### src/rtl/bi_cnt_pkg.sv
// Shared types and helpers for the bidirectional counter sequencer.
// BI_CNT_SHORTEST_EN selects shortest-modular-path direction in dir_select.
package bi_cnt_pkg;

   localparam int unsigned CNT_W = 8;

   typedef enum logic [1:0] {
      IDLE = 2'd0,
      LOAD = 2'd1,
      RUN  = 2'd2,
      DONE = 2'd3
   } state_e;

   // Direction for a (start, target) pair; values are zero-extended, width <= 32.
   function automatic logic dir_select(input logic [31:0] start,
                                       input logic [31:0] target,
                                       input int unsigned width);
      logic [31:0] mask;
      logic [31:0] diff;
      logic [31:0] half;
      mask = (width >= 32) ? 32'hFFFF_FFFF : ((32'd1 << width) - 32'd1);
      diff = (target - start) & mask;
      half = 32'd1 << (width - 1);
`ifdef BI_CNT_SHORTEST_EN
      // Ties (exactly half-way round) go up.
      return (diff <= half);
`else
      if (diff == half) begin
         return ((target & mask) >= (start & mask));
      end
      return ((target & mask) >= (start & mask));
`endif
   endfunction

endpackage

### src/rtl/bi_cnt_seq_ctrl.sv
// Sequencer that loads the attached bidirectional counter and steps it to a target.
// Build option BI_CNT_SHORTEST_EN: pick direction by shortest modular path (may wrap).
module bi_cnt_seq_ctrl
   import bi_cnt_pkg::*;
#(
   parameter int unsigned WIDTH = CNT_W
) (
   input  logic             clk,
   input  logic             reset,
   // cmd handshake: a command transfers on a rising edge where cmd_valid && cmd_ready;
   // cmd_ready is high only in IDLE and does not depend on cmd_valid.
   input  logic             cmd_valid,
   output logic             cmd_ready,
   input  logic [WIDTH-1:0] cmd_start,
   input  logic [WIDTH-1:0] cmd_target,
   input  logic             pause,
   input  logic             abort,
   output logic             busy,
   output logic             done,
   output logic             dir_up,
   output logic             cnt_en,
   output logic             cnt_load,
   output logic             cnt_up_down,
   output logic [WIDTH-1:0] cnt_d,
   input  logic [WIDTH-1:0] cnt_q
);

   state_e           state_q, state_d;
   logic [WIDTH-1:0] start_q, start_d;
   logic [WIDTH-1:0] target_q, target_d;
   logic             dir_q, dir_d;

   always_ff @(posedge clk) begin
      if (reset) begin
         state_q  <= IDLE;
         start_q  <= '0;
         target_q <= '0;
         dir_q    <= 1'b0;
      end else begin
         state_q  <= state_d;
         start_q  <= start_d;
         target_q <= target_d;
         dir_q    <= dir_d;
      end
   end

   always_comb begin
      state_d     = state_q;
      start_d     = start_q;
      target_d    = target_q;
      dir_d       = dir_q;
      cmd_ready   = 1'b0;
      busy        = 1'b0;
      done        = 1'b0;
      cnt_en      = 1'b0;
      cnt_load    = 1'b0;
      cnt_up_down = 1'b0;
      cnt_d       = '0;

      unique case (state_q)
         IDLE: begin
            cmd_ready = 1'b1;
            if (cmd_valid) begin
               start_d  = cmd_start;
               target_d = cmd_target;
               dir_d    = dir_select(32'(cmd_start), 32'(cmd_target), WIDTH);
               state_d  = LOAD;
            end
         end
         LOAD: begin
            busy        = 1'b1;
            cnt_up_down = dir_q;
            if (abort) begin
               state_d = IDLE;
            end else begin
               cnt_en   = 1'b1;
               cnt_load = 1'b1;
               cnt_d    = start_q;
               state_d  = RUN;
            end
         end
         RUN: begin
            busy        = 1'b1;
            cnt_up_down = dir_q;
            // Abort beats target match, which beats pause.
            if (abort) begin
               state_d = IDLE;
            end else if (cnt_q == target_q) begin
               state_d = DONE;
            end else if (!pause) begin
               cnt_en = 1'b1;
            end
         end
         DONE: begin
            busy    = 1'b1;
            done    = 1'b1;
            state_d = IDLE;
         end
         default: begin
            state_d = IDLE;
         end
      endcase
   end

   assign dir_up = dir_q;

endmodule

### config.mk
export PLATFORM = sky130hd
export DESIGN_NAME = bi_cnt_seq_ctrl
export DESIGN_NICKNAME = d
export VERILOG_FILES = /design/src/rtl/bi_cnt_pkg.sv /design/src/rtl/bi_cnt_seq_ctrl.sv
export SDC_FILE = /design/constraint.sdc
export NUM_CORES = 1
export LEC_CHECK = 0
export BUFFER_PORTS_ARGS = -buffer_cell sky130_fd_sc_hd__buf_2
export CORE_MARGIN = 2
export CORE_UTILIZATION = 48
export DETAILED_ROUTE_END_ITERATION = 10
export PLACE_DENSITY = 0.91
export SLEW_MARGIN = 10
export SYNTH_ARGS = -nofsm -noshare
export SYNTH_HDL_FRONTEND = slang
export SYNTH_SLANG_ARGS = --single-unit
export TNS_END_PERCENT = 1
### constraint.sdc
create_clock -name clk -period 1.8 [get_ports clk]
set_clock_uncertainty 0.15 [all_clocks]
set_input_delay 0.18 -clock clk [delete_from_list [all_inputs] [get_ports clk]]
set_output_delay 0.18 -clock clk [all_outputs]
set_load 0.01 [all_outputs]
## Word level (Yosys, flattened, before mapping)

Cells that the tools add are included.

- Register bits after elaboration: 19
- Input bits: 29

- Add/sub/neg operators: 1
- Reduce and logical (&&, ||, !) cells: 5
- $lt $le $gt $ge: 1
- Mux-type cells: 22
- Equality and inequality tests: 7

Operators by type and width:

| operator | number |
|---|---|
| $mux 8 | 2 |
| $mux 1 | 14 |
| $eq 8x8->1 | 1 |
| $eq 8x8->1 const B | 1 |
| $ge 8x8->1 | 1 |
| $mux 2 | 4 |
| $pmux 2 s4 | 1 |
| $sub 8x8->8 | 1 |
| $eq 2x2->1 const B | 2 |
| $reduce_and 2->1 | 2 |
| $ne 3x3->1 const B | 1 |
| $reduce_or 3->1 | 1 |
| $eq 2x1->1 const B | 1 |
| $logic_not 2->1 | 1 |
| $ne 2x2->1 const B | 1 |
| $pmux 1 s2 | 1 |
| $reduce_or 2->1 | 1 |

## Longest topological paths before layout

- Word-level depth: 6
- Gate-level depth with buffers: 7
- Depth with buffers taken out: 7

## Least setup slack after synthesis

OpenSTA, ideal clock, no wires.

- Path kind: reg2reg
- Start: reg state_q[0]
- End: reg dir_q, in the netlist dir_up
- Library setup time: 130 ps
- Cell stages (with the launch flop): 6
- Data required time: 1520 ps
- Arrival: 1289 ps
- Path slack: 231 ps
- Period minus slack after synthesis: 1569 ps
- Path through: dfxtp_1 inv_1 ha_1 nand2_2 a2111oi_0 a21oi_1

- Cells in the longest elaborated chain, start to end: 2

Ends and longest elaborated chain:

| what | line | text |
|---|---|---|
| start, declared | bi_cnt_seq_ctrl.sv:28 | `state_e state_q, state_d;` |
| start signal, assigned | bi_cnt_seq_ctrl.sv:40 | `state_q <= state_d;` |
| $logic_not 2->1 | bi_cnt_seq_ctrl.sv:60 | `unique case (state_q)` |
| $reduce_and 2->1 (no source line) | - |  |
| end signal, assigned | bi_cnt_seq_ctrl.sv:43 | `dir_q <= dir_d;` |
| end, declared | bi_cnt_seq_ctrl.sv:31 | `logic dir_q, dir_d;` |

Every way passes these cells.
A chain may end at the register's enable or synchronous reset.

## Worst setup path after layout

- Start: reg state_q[0]
- End: out cnt_en

- Cells in the longest elaborated chain, start to end: 2
- Elaborated cells between the ends (all ways): 3
- Classes of those cells: 2 x eq/ne; 1 x mux

Ends and longest elaborated chain:

| what | line | text |
|---|---|---|
| $eq 2x2->1 / $eq 2x1->1 (equally long branches) | bi_cnt_seq_ctrl.sv:60 |  |
| $pmux 1 s2 (*) | bi_cnt_seq_ctrl.sv:60 |  |
| end, declared | bi_cnt_seq_ctrl.sv:21 | `output logic cnt_en,` |

Every way passes the cells marked *; elsewhere a longest branch is shown, timed or not.

==> qor.txt <==
CP Launch Type: flop
Gp weighted congestion: 0.934
H-tree depth: 1
Commonest cells after routing, fill and taps aside: buf_2 (43), nand2_1 (34), a21oi_1 (18)
Hold Violations, Final: 1
Hold Path Cell Cnt: 3
Die Wd: 52.4 um
Via count: 1203
Footprint of the multi-input gates: 708 um2
Number of global-route vias before repair: 1133
Post-DP HPWL: 2090 um
Worst-path clk slew: 100 ps
Finish-stage setup viols: 1
Area share of fa/ha/maj cells after synthesis: 0.133
Die height: 52.4 um
Crit-path max FO: 3
Via/cell ratio: 5.10
Internal Power: 691 uW
Setup_tns: -33.6 ps
Normalized max-slew margin: 0.740
Most common cell after layout, fill and taps aside: buf_2
# diodes: 0
Syn nets: 186
Layout Nets: 250
Io pins: 44
DR pass1 iterations: 4
CP required: 1470 ps
Pin count of the biggest net entering global routing: 22
First-pass GRT wire length: 4730 um
Main combinational cell family by area after synthesis: simple AND/OR/NAND/NOR gates
Violated checks: negative hold slack, negative setup slack
RSZ-0062 raised after global routing: true
MaxCap Viol Count: 0
Worst setup margin: -33.6 ps
Total track usage: 0.228
Clk buf depth: 2
XOR/XNOR share of the synthesized area: 0.0623
Wire length per cell: 12.4 um
Worst slew pin tran: 390 ps
Switching Fraction: 0.300
Mux contribution to synthesized area: 0.00890
Comb pwr share: 0.308
Final Core Density: 0.731
Syn. warnings: 0
Post-synthesis cell type count: 29
Final Critical Period: 1830 ps
Seq pwr share: 0.482
Sequential Area: 383 um2
Crit. End Element: output port
Remaining routing DRC violations: 0
IO Port Bufs: 43
NetSw: 296 uW
Maximum vdd drop: 499 uV
Tcrit/Tclk final: 1.02
Compound-cell area share of the yosys netlist: 0.137
Fmax: 0.545 GHz
Fillers: 157
Worst skew pair latency: 290 ps
Core area: 2210 um2
Rows: 17
Worst hold margin: -0.124 ps
Post-synthesis sequential area ratio: 0.338
WS Path Type: reg2out
TritonCTS Buffers: 3
Post-route ant nets: 0
Simple-gate share of the synthesized area: 0.255
Clk network pwr share: 0.211
HP Class: in2reg
Share of cells above drive strength 1: 0.327
Slew Viols, Final: 0
Initial antenna violation count: 0
Die Area: 2750 um2
Root Buffer: clkbuf_4
Pwr per Cell Area: 611 nW/um2
Initial Utilization: 0.508
Leading area contributor after synthesis: dfxtp_1
Top cells by area, synth: dfxtp_1 (34%), ha_1 (13%), nand2_1 (11%)
TritonCTS sink count: 19
Area grow syn2layout: 43.7%
Top-area cell type share of the netlist area: 0.338
Status: finished with violations
Lkg Pwr: 0.773 nW
Mapped Cells: 145
FF+latch count, synth: 19
DRT Wirelength: 2930 um
Global-route congestion overflow total: 0
Critical path arrival: 1500 ps
Iteration-0 DRC Markers: 17
Cells on worst reg2reg path: 6
CTS tree: yes
Syn avg cell area: 7.76 um2
Mapped Area: 1120 um2
## cell type report
class | count | area share
flip-flops and latches | 19 | 0.237
well taps | 28 | 0.0217
inverters | 12 | 0.0279
repair buffers | 65 | 0.259
multi-input cells | 108 | 0.438
clock buffers | 4 | 0.0163
## sequential cells by signal, summed over array words and instances (netlist names)
name      cells
dir_up        1
start_q       8
state_q       2
target_q      8
## power groups by stage
stage	Combinational [mW]	Sequential [mW]	Clock, mW
finish	0.304	0.475	0.208
global route	0.338	0.479	0.226
detailed placement	0.252	0.484	0
floorplan	0.159	0.479	0
CTS	0.289	0.475	0.207
global placement	0.245	0.482	0
## synth_stat cells
library cell  instances
a2111oi_0             1
a211oi_1              1
a21o_1                1
a21oi_1              18
a221oi_2              1
a31oi_1               1
and2_1               10
buf_2                 2
buf_4                 1
clkbuf_1              3
dfxtp_1              19
ha_1                 12
inv_1                12
mux2i_1               1
nand2_1              34
nand2_2               1
nand2b_1              1
nand4_1               3
nor2_1                3
nor2_2                1
nor2b_1               1
nor3_1                3
nor4_1                2
o21a_1                1
o21ai_0               1
o22ai_1               1
or2b_1                1
or3_1                 1
xnor2_1               8
## timing repair
item                       CTS  global route
setup buffers                4             0
setup endpoints to repair   10             8
hold endpoints to repair    12             2
hold buffers                12             2
pin swaps                    1             3
resized for setup           11             4
## per-layer routing
layer	track usage	part of all wire	up-vias
met5	0	0	-
met4	0.0769	0.0092	0
met3	0.0257	0.044	4
met2	0.425	0.54	34
met1	0.265	0.41	558
li1	-	-	607
## per-stage QoR
step	setup slack (ps)	instances	power [mW]	area, um2
finish	-33.6	236	0.987	1620
CTS	-7.48	234	0.971	1580
floorplan	231	145	0.638	1120
global placement	178	214	0.727	1380
detailed placement	81.6	214	0.735	1380
global route	-78.6	236	1.04	1620
## worst paths after layout
check / from / to / slack (ps)
max: state_q[0] / cnt_en / -30
min: cmd_start[0] / start_q[0] / -0.1
max reg2reg: state_q[0] / dir_up / 180
min reg2reg: start_q[4] / start_q[4] / 310
## worst max-delay path, stage by stage, from the launching register on
cell and delay [ps]:
dfxtp_2 350, inv_2 60, ha_2 170, or2b_4 270
nor3_2 110, o21a_1 130, buf_2 120
## cell families (layout without fill, tap and decap cells)
kind of cell / after synthesis / after routing
AOI/OAI and AO/OA: 26 / 26
and+or+nand+nor: 61 / 61
muxes: 1 / 1
xor gates and xnor gates: 8 / 8
DFF: 19 / 19
adders and majority gates: 12 / 12
buffers and inverters: 18 / 81
Power figures use the tool's default switching activity.
